## src/rtl/cu_pkg.sv

```systemverilog
// cu_pkg: shared state encoding, opcode classes and ALU timeout for control_unit_p
package cu_pkg;
  typedef enum logic [2:0] {
    S_IDLE   = 3'd0,
    S_FETCH  = 3'd1,
    S_DECODE = 3'd2,
    S_EXEC   = 3'd3,
    S_WB     = 3'd4,
    S_BRANCH = 3'd5,
    S_IMM    = 3'd6,
    S_HALT   = 3'd7
  } state_t;
  typedef enum logic [2:0] {C_NOP, C_ALU, C_BR, C_HALT, C_LDI} cls_t;
  localparam int OPC_NOP = 0;
  // special opcodes are counted down from all-ones: all-ones minus n == ~n
  localparam int OPC_BR_DN   = 0;
  localparam int OPC_HALT_DN = 1;
  localparam int OPC_LDI_DN  = 2;
  localparam int CU_ALU_TMO  = 15;
endpackage

```

## src/rtl/cu_decoder.sv

```systemverilog
// cu_decoder: combinational field extraction and opcode classification of the instruction register
// Ports: ir instruction register in; op/dst/src/ofs/cond fields and cls opcode class out.
module cu_decoder
  import cu_pkg::*;
#(
  parameter int IW  = 16,
  parameter int OPW = 5,
  parameter int RAW = 4,
  parameter int OFW = 10
) (
  input  logic [IW-1:0]  ir,
  output logic [OPW-1:0] op,
  output logic [RAW-1:0] dst,
  output logic [RAW-1:0] src,
  output logic [OFW-1:0] ofs,
  output logic           cond,
  output cls_t           cls
);
  if (IW < OPW + 2 * RAW || IW < OPW + OFW + 1) begin : g_bad_widths
    $error("cu_decoder: IW too narrow for opcode, register and offset fields");
  end
  assign op   = ir[IW-1 -: OPW];
  assign dst  = ir[IW-OPW-1 -: RAW];
  assign src  = ir[IW-OPW-RAW-1 -: RAW];
  assign ofs  = ir[OFW-1:0];
  assign cond = ir[OFW];
  always_comb
    cls = op == OPW'(OPC_NOP)      ? C_NOP  :
          op == ~OPW'(OPC_BR_DN)   ? C_BR   :
          op == ~OPW'(OPC_HALT_DN) ? C_HALT :
          op == ~OPW'(OPC_LDI_DN)  ? C_LDI  : C_ALU;
endmodule

```

## src/rtl/control_unit_p.sv

```systemverilog
// control_unit_p: multi-cycle instruction sequencer driving PC, register bank and ALU strobes
// Ports: clk, rst (synchronous, active-low); instruction/inst_load/inst_ready fetch handshake;
// stall freeze request; alu_done/zero_flag ALU status; en_pc_2/wr_en/branch_en/pc_inc/err
// one-cycle strobes; wr_reg/src_reg/dst_reg/op_code decoded fields; fsm_state state code;
// pc_offset/imm_data jump offset and immediate.
// Macro CONTROL_UNIT_LDI_EN enables the two-word LDI instruction; without it LDI is illegal.
module control_unit_p
  import cu_pkg::*;
#(
  parameter int IW  = 16,
  parameter int OPW = 5,
  parameter int RAW = 4,
  parameter int OFW = 10
) (
  input  logic           clk,
  input  logic           rst,
  input  logic [IW-1:0]  instruction,
  input  logic           inst_load,
  output logic           inst_ready,
  input  logic           stall,
  input  logic           alu_done,
  input  logic           zero_flag,
  output logic           en_pc_2,
  output logic           wr_en,
  output logic           branch_en,
  output logic           pc_inc,
  output logic [RAW-1:0] wr_reg,
  output logic [RAW-1:0] src_reg,
  output logic [RAW-1:0] dst_reg,
  output logic [OPW-1:0] op_code,
  output logic [4:0]     fsm_state,
  output logic [OFW-1:0] pc_offset,
  output logic [IW-1:0]  imm_data,
  output logic           err
);
  state_t         state;
  logic [IW-1:0]  ir;
  logic [3:0]     cnt;
  logic [OPW-1:0] d_op;
  logic [RAW-1:0] d_dst, d_src;
  logic [OFW-1:0] d_ofs;
  logic           d_cond;
  cls_t           d_cls;

  cu_decoder #(.IW(IW), .OPW(OPW), .RAW(RAW), .OFW(OFW)) u_dec (
    .ir  (ir),
    .op  (d_op),
    .dst (d_dst),
    .src (d_src),
    .ofs (d_ofs),
    .cond(d_cond),
    .cls (d_cls)
  );

  // ready is combinational so a stall blocks the transfer in the same cycle
  assign inst_ready = !stall && (state == S_FETCH || state == S_IMM);
  assign fsm_state  = {2'b00, state};

`ifndef CONTROL_UNIT_LDI_EN
  assign en_pc_2  = 1'b0;
  assign imm_data = '0;
`endif

  // strobes default low every cycle; a stalled edge simply leaves the state pending
  always_ff @(posedge clk) begin
    if (!rst) begin
      state     <= S_IDLE;
      ir        <= '0;
      cnt       <= '0;
      wr_en     <= 1'b0;
      branch_en <= 1'b0;
      pc_inc    <= 1'b0;
      err       <= 1'b0;
      wr_reg    <= '0;
      src_reg   <= '0;
      dst_reg   <= '0;
      op_code   <= '0;
      pc_offset <= '0;
`ifdef CONTROL_UNIT_LDI_EN
      en_pc_2   <= 1'b0;
      imm_data  <= '0;
`endif
    end else begin
      wr_en     <= 1'b0;
      branch_en <= 1'b0;
      pc_inc    <= 1'b0;
      err       <= 1'b0;
`ifdef CONTROL_UNIT_LDI_EN
      en_pc_2   <= 1'b0;
`endif
      if (!stall)
        case (state)
          S_IDLE: state <= S_FETCH;
          S_FETCH:
            if (inst_load) begin
              ir    <= instruction;
              state <= S_DECODE;
            end
          S_DECODE: begin
            op_code <= d_op;
            src_reg <= d_src;
            dst_reg <= d_dst;
            wr_reg  <= d_dst;
            cnt     <= '0;
            case (d_cls)
              C_NOP: begin
                pc_inc <= 1'b1;
                state  <= S_FETCH;
              end
              C_BR:   state <= S_BRANCH;
              C_HALT: state <= S_HALT;
`ifdef CONTROL_UNIT_LDI_EN
              C_LDI:  state <= S_IMM;
`else
              C_LDI: begin
                err    <= 1'b1;
                pc_inc <= 1'b1;
                state  <= S_FETCH;
              end
`endif
              default: state <= S_EXEC;
            endcase
          end
          S_EXEC:
            if (alu_done) state <= S_WB;
            else if (cnt == 4'(CU_ALU_TMO - 1)) begin
              err    <= 1'b1;
              pc_inc <= 1'b1;
              state  <= S_FETCH;
            end else cnt <= cnt + 4'd1;
          S_WB: begin
            wr_en  <= 1'b1;
            pc_inc <= 1'b1;
            state  <= S_FETCH;
          end
          S_BRANCH: begin
            pc_inc <= 1'b1;
            state  <= S_FETCH;
            if (!d_cond || zero_flag) begin
              branch_en <= 1'b1;
              pc_offset <= d_ofs;
            end
          end
`ifdef CONTROL_UNIT_LDI_EN
          S_IMM:
            if (inst_load) begin
              imm_data <= instruction;
              wr_en    <= 1'b1;
              en_pc_2  <= 1'b1;
              pc_inc   <= 1'b1;
              state    <= S_FETCH;
            end
`endif
          default: ;
        endcase
    end
  end
endmodule

```

## config.mk

```make
export PLATFORM = sky130hd
export DESIGN_NAME = control_unit_p
export DESIGN_NICKNAME = d
export VERILOG_FILES = /design/src/rtl/cu_pkg.sv /design/src/rtl/cu_decoder.sv /design/src/rtl/control_unit_p.sv
export SDC_FILE = /design/constraint.sdc
export NUM_CORES = 1
export LEC_CHECK = 0
export CAP_MARGIN = 10
export CORE_MARGIN = 2
export CORE_UTILIZATION = 48
export CTS_BUF_LIST = sky130_fd_sc_hd__clkbuf_8
export CTS_CLUSTER_SIZE = 8
export DETAILED_ROUTE_END_ITERATION = 16
export HOLD_SLACK_MARGIN = 0.05
export MAX_ROUTING_LAYER = met4
export PLACE_DENSITY = 0.92
export SETUP_SLACK_MARGIN = 0.1
export SLEW_MARGIN = 20
export SYNTH_ARGS = -nofsm -noshare
export SYNTH_HDL_FRONTEND = slang
export SYNTH_HIERARCHICAL = 1
export SYNTH_SLANG_ARGS = --single-unit
export TNS_END_PERCENT = 20
```

## constraint.sdc

```tcl
create_clock -name clk -period 2 [get_ports clk]
set_input_delay 0.2 -clock clk [delete_from_list [all_inputs] [get_ports clk]]
set_output_delay 0.2 -clock clk [all_outputs]
set_load 0.02 [all_outputs]
```

==> impl_metrics.py <==
metrics = {
    "worst_setup_path": {
        "path_depth": 3,
        "slowest_delay_ns": 0.50,
        "startpoint": "state[1]",
        "crit_path_start_kind": "register",
        "cp-end-kind": "register",
        "cp_slowest_cell": "dfxtp_1",
        "reg2reg_depth": 3,
        "path_buf_inv": 0,
        "cp_cell_sequence": "or3b_4 -> or4_1 -> a211oi_1",
        "arrival_ns": 1.99,
        "required_ns": 2.22,
        "crit_family": "simple AND/OR/NAND/NOR gates",
        "setup.worst_path.end": "cnt[0]",
        "r2r-end": "cnt[0]",
        "rrSetupSlack_ns": 0.22,
        "crit-reg2reg-launch": "state[1]",
        "critPathKind": "register to register",
        "crit_fanout": 11,
    },
    "sta": {
        "slew_viol_final": 0,
        "setup_tns_ns": 0,
        "fin_crit_ns": 1.776,
        "finClkSkew_ns": 0.005016,
        "worst_pin_slew_ns": 0.7197,
        "clock.fmax_ghz": 0.5631,
        "grt_setup_unrepaired": "false",
        "hold_viol_final": 0,
        "post-route-period-util_pct": 88.80,
        "setup_viol": 0,
        "timing.slew.headroom_pct": 51.95,
    },
    "logic_synthesis": {
        "yosysMostFrequentCell": "dfxtp_1",
        "synth_top_area_share_pct": 39.68,
        "synth_common_cells": "dfxtp_1, buf_4, a21oi_1",
        "yosysUniqueCellTypes": 46,
        "syn_inst": 312,
        "ys.flop_type": "dfxtp_1",
        "synth_seq_cells": 50,
        "synth_edf_count": 0,
        "synthTopCellsByArea": "dfxtp_1, buf_4, a21oi_1",
        "syn_area_um2": 2522,
        "syn_area_per_cell_um2": 8.085,
        "ys_seq_area_share_pct": 39.68,
        "synth.largest_area_cell": "dfxtp_1",
        "async_flop_share_pct": 0,
        "ys_warn_count": 6,
    },
    "grt": {
        "antenna_found_initial": 0,
        "first_global_vias": 1976,
        "grt_pass1_wl_mm": 8.845,
        "grt_use_total_pct": 19.15,
        "overflow": 0,
        "grt_max_degree": 46,
    },
    "routing": {
        "drt_iter0_markers": 144,
        "route.detailed.drc": 0,
        "first_pass_iters": 4,
        "viasPerCell": 5.349,
        "vias": 2177,
        "wl_per_cell_um": 13.38,
        "ant_nets": 0,
        "wirelength_mm": 5.447,
    },
    "power_and_ir_drop": {
        "intPower_mw": 1.372,
        "p_clk_share_pct": 34.1,
        "switching_share_pct": 25.39,
        "power_density_nw_per_um2": 615.7,
        "p_leak_nw": 1.013,
        "p_comb_share_pct": 10.7,
        "peakVddDrop_mv": 0.2658,
        "fin_total_pwr_mw": 1.840,
        "p_sw_uw": 467.1,
        "seq_power_share_pct": 55.2,
    },
    "clock_network": {
        "cts_hold_buf": 0,
        "cts_sinks": 50,
        "path_clk_slew_ns": 0.09,
        "cts_max_level": 2,
        "clockBufferDepth": 2,
        "cts_inserted_buffers": 5,
        "post_cts_buffers": 0,
        "insertion_delay_ns": 0.31,
        "cts_tree": "built",
        "cts-root-buf": "clkbuf_8",
    },
    "layout": {
        "area_delta_synth_final_pct": 18.45,
        "largest_reg_flops": 16,
        "fill_cells": 445,
        "regArea_um2": 1002,
        "multiInputGateArea_um2": 1122,
        "nNetsFinal": 360,
        "fin_util_pct": 58.88,
        "regMostFlops": "ir",
        "drive_gt1_share_pct": 8.309,
        "antenna_cells": 0,
        "biggestRegsByFlops": "ir x16, pc_offset x10, op_code x5",
    },
    "floorplan": {
        "die_h_um": 76.49,
        "initial_core_util_pct": 49.70,
        "io_pins": 76,
        "fp.dieW_um": 76.49,
        "num_rows": 26,
        "core_um2": 5075,
        "fp.dieArea_um2": 5851,
    },
    "place": {
        "dp_hpwl_mm": 3.938,
        "portBuffers": 56,
        "place.gp.congestion": 0.8620,
    },
    "hold_path": {
        "hold_class": "input pin to register",
    },
    "status": {
        "outcome": "completed",
    },
    "job": {
        "max-cap-violations": 0,
    },
}
[what timing repair did]
item                                   in CTS  in global routing
setup endpoints to repair                   1                  1
endpoints found under the hold margin       0                  0
resized for setup                           1                  1
pin swaps                                   0                  0
[worst reg2reg max path, cell delays in order (launching register included)]
cell	delay [ns]
dfxtp_1	0.50
or3b_4	0.45
or4_1	0.49
a211oi_1	0.26
[per-stage QoR]
| stage | hold slack (ns) | instance area [µm²] | worst slack [ns] | instances |
|---|---|---|---|---|
| floorplan | 0.3383 | 2594 | 0.1333 | 330 |
| global placement | 0.4450 | 2888 | 0.1430 | 399 |
| detailed placement | 0.4496 | 2888 | 0.09596 | 399 |
| CTS | 0.4620 | 2987 | 0.1027 | 407 |
| global route | 0.4745 | 2988 | 0.1878 | 407 |
| finish | 0.4599 | 2988 | 0.2241 | 407 |
[layer usage]
metal  GRT usage (%)  vias up  wire [µm]
met5               -        -          0
met4           7.091        0         80
met3           4.858       10        357
met2           33.01       86       2753
met1           21.40     1007       2255
li1                -     1074          -
[kinds of logic after synthesis]
group           count (synthesis)  synth area share (%)
compound gates                 89                 19.49
fa+ha+maj                       2                0.9919
buf+inv                        76                 18.90
flops                          50                 39.68
mux                             1                0.3968
other cells                     1                0.1487
simple gates                   93                 20.39
[placed cells by master (no fill, tap or decap), types with 3 or more instances in the layout]
cell              n
nand2b_1          3
dfxtp_1          49
nand3_1          29
clkbuf_8          6
nand2_1          32
nor3_1            3
nor2b_1           3
o21ai_0          26
a21oi_1          42
inv_1             5
clkdlybuf4s50_1  55
a31oi_1           5
a211oi_1          3
buf_4            12
conb_1           19
[area by class of cell]
class | count | share of cell area [%]
clock buffer | 6 | 2.764
multi-input combinational | 204 | 37.56
timing repair buffer | 68 | 21.73
tap | 70 | 2.931
inverter | 7 | 0.8794
clock inverter | 2 | 0.5863
sequential | 50 | 33.54
[how the worst min path moves through the flow]
stage | startpoint | to | slack [ns] | cells after the start
2_1_floorplan | rst | state[1] | 0.34 | 2
3_3_place_gp | op_code[4] | op_code[4] | 0.45 | 2
3_5_place_dp | src_reg[2] | src_reg[2] | 0.45 | 2
4_1_cts | instruction[1] | ir[1] | 0.46 | 3
5_1_grt | instruction[2] | ir[2] | 0.47 | 3
6_report | instruction[1] | ir[1] | 0.46 | 3
[power groups by stage]
stage | combinational [mW] | sequential, mW | clock, mW
after floorplan | 0.157 | 1.04 | 0
after global placement | 0.191 | 1.04 | 0
after detailed placement | 0.194 | 1.04 | 0
after CTS | 0.194 | 1.02 | 0.634
after global routing | 0.211 | 1.02 | 0.669
final | 0.196 | 1.02 | 0.627
Power figures use the tool's default switching activity.
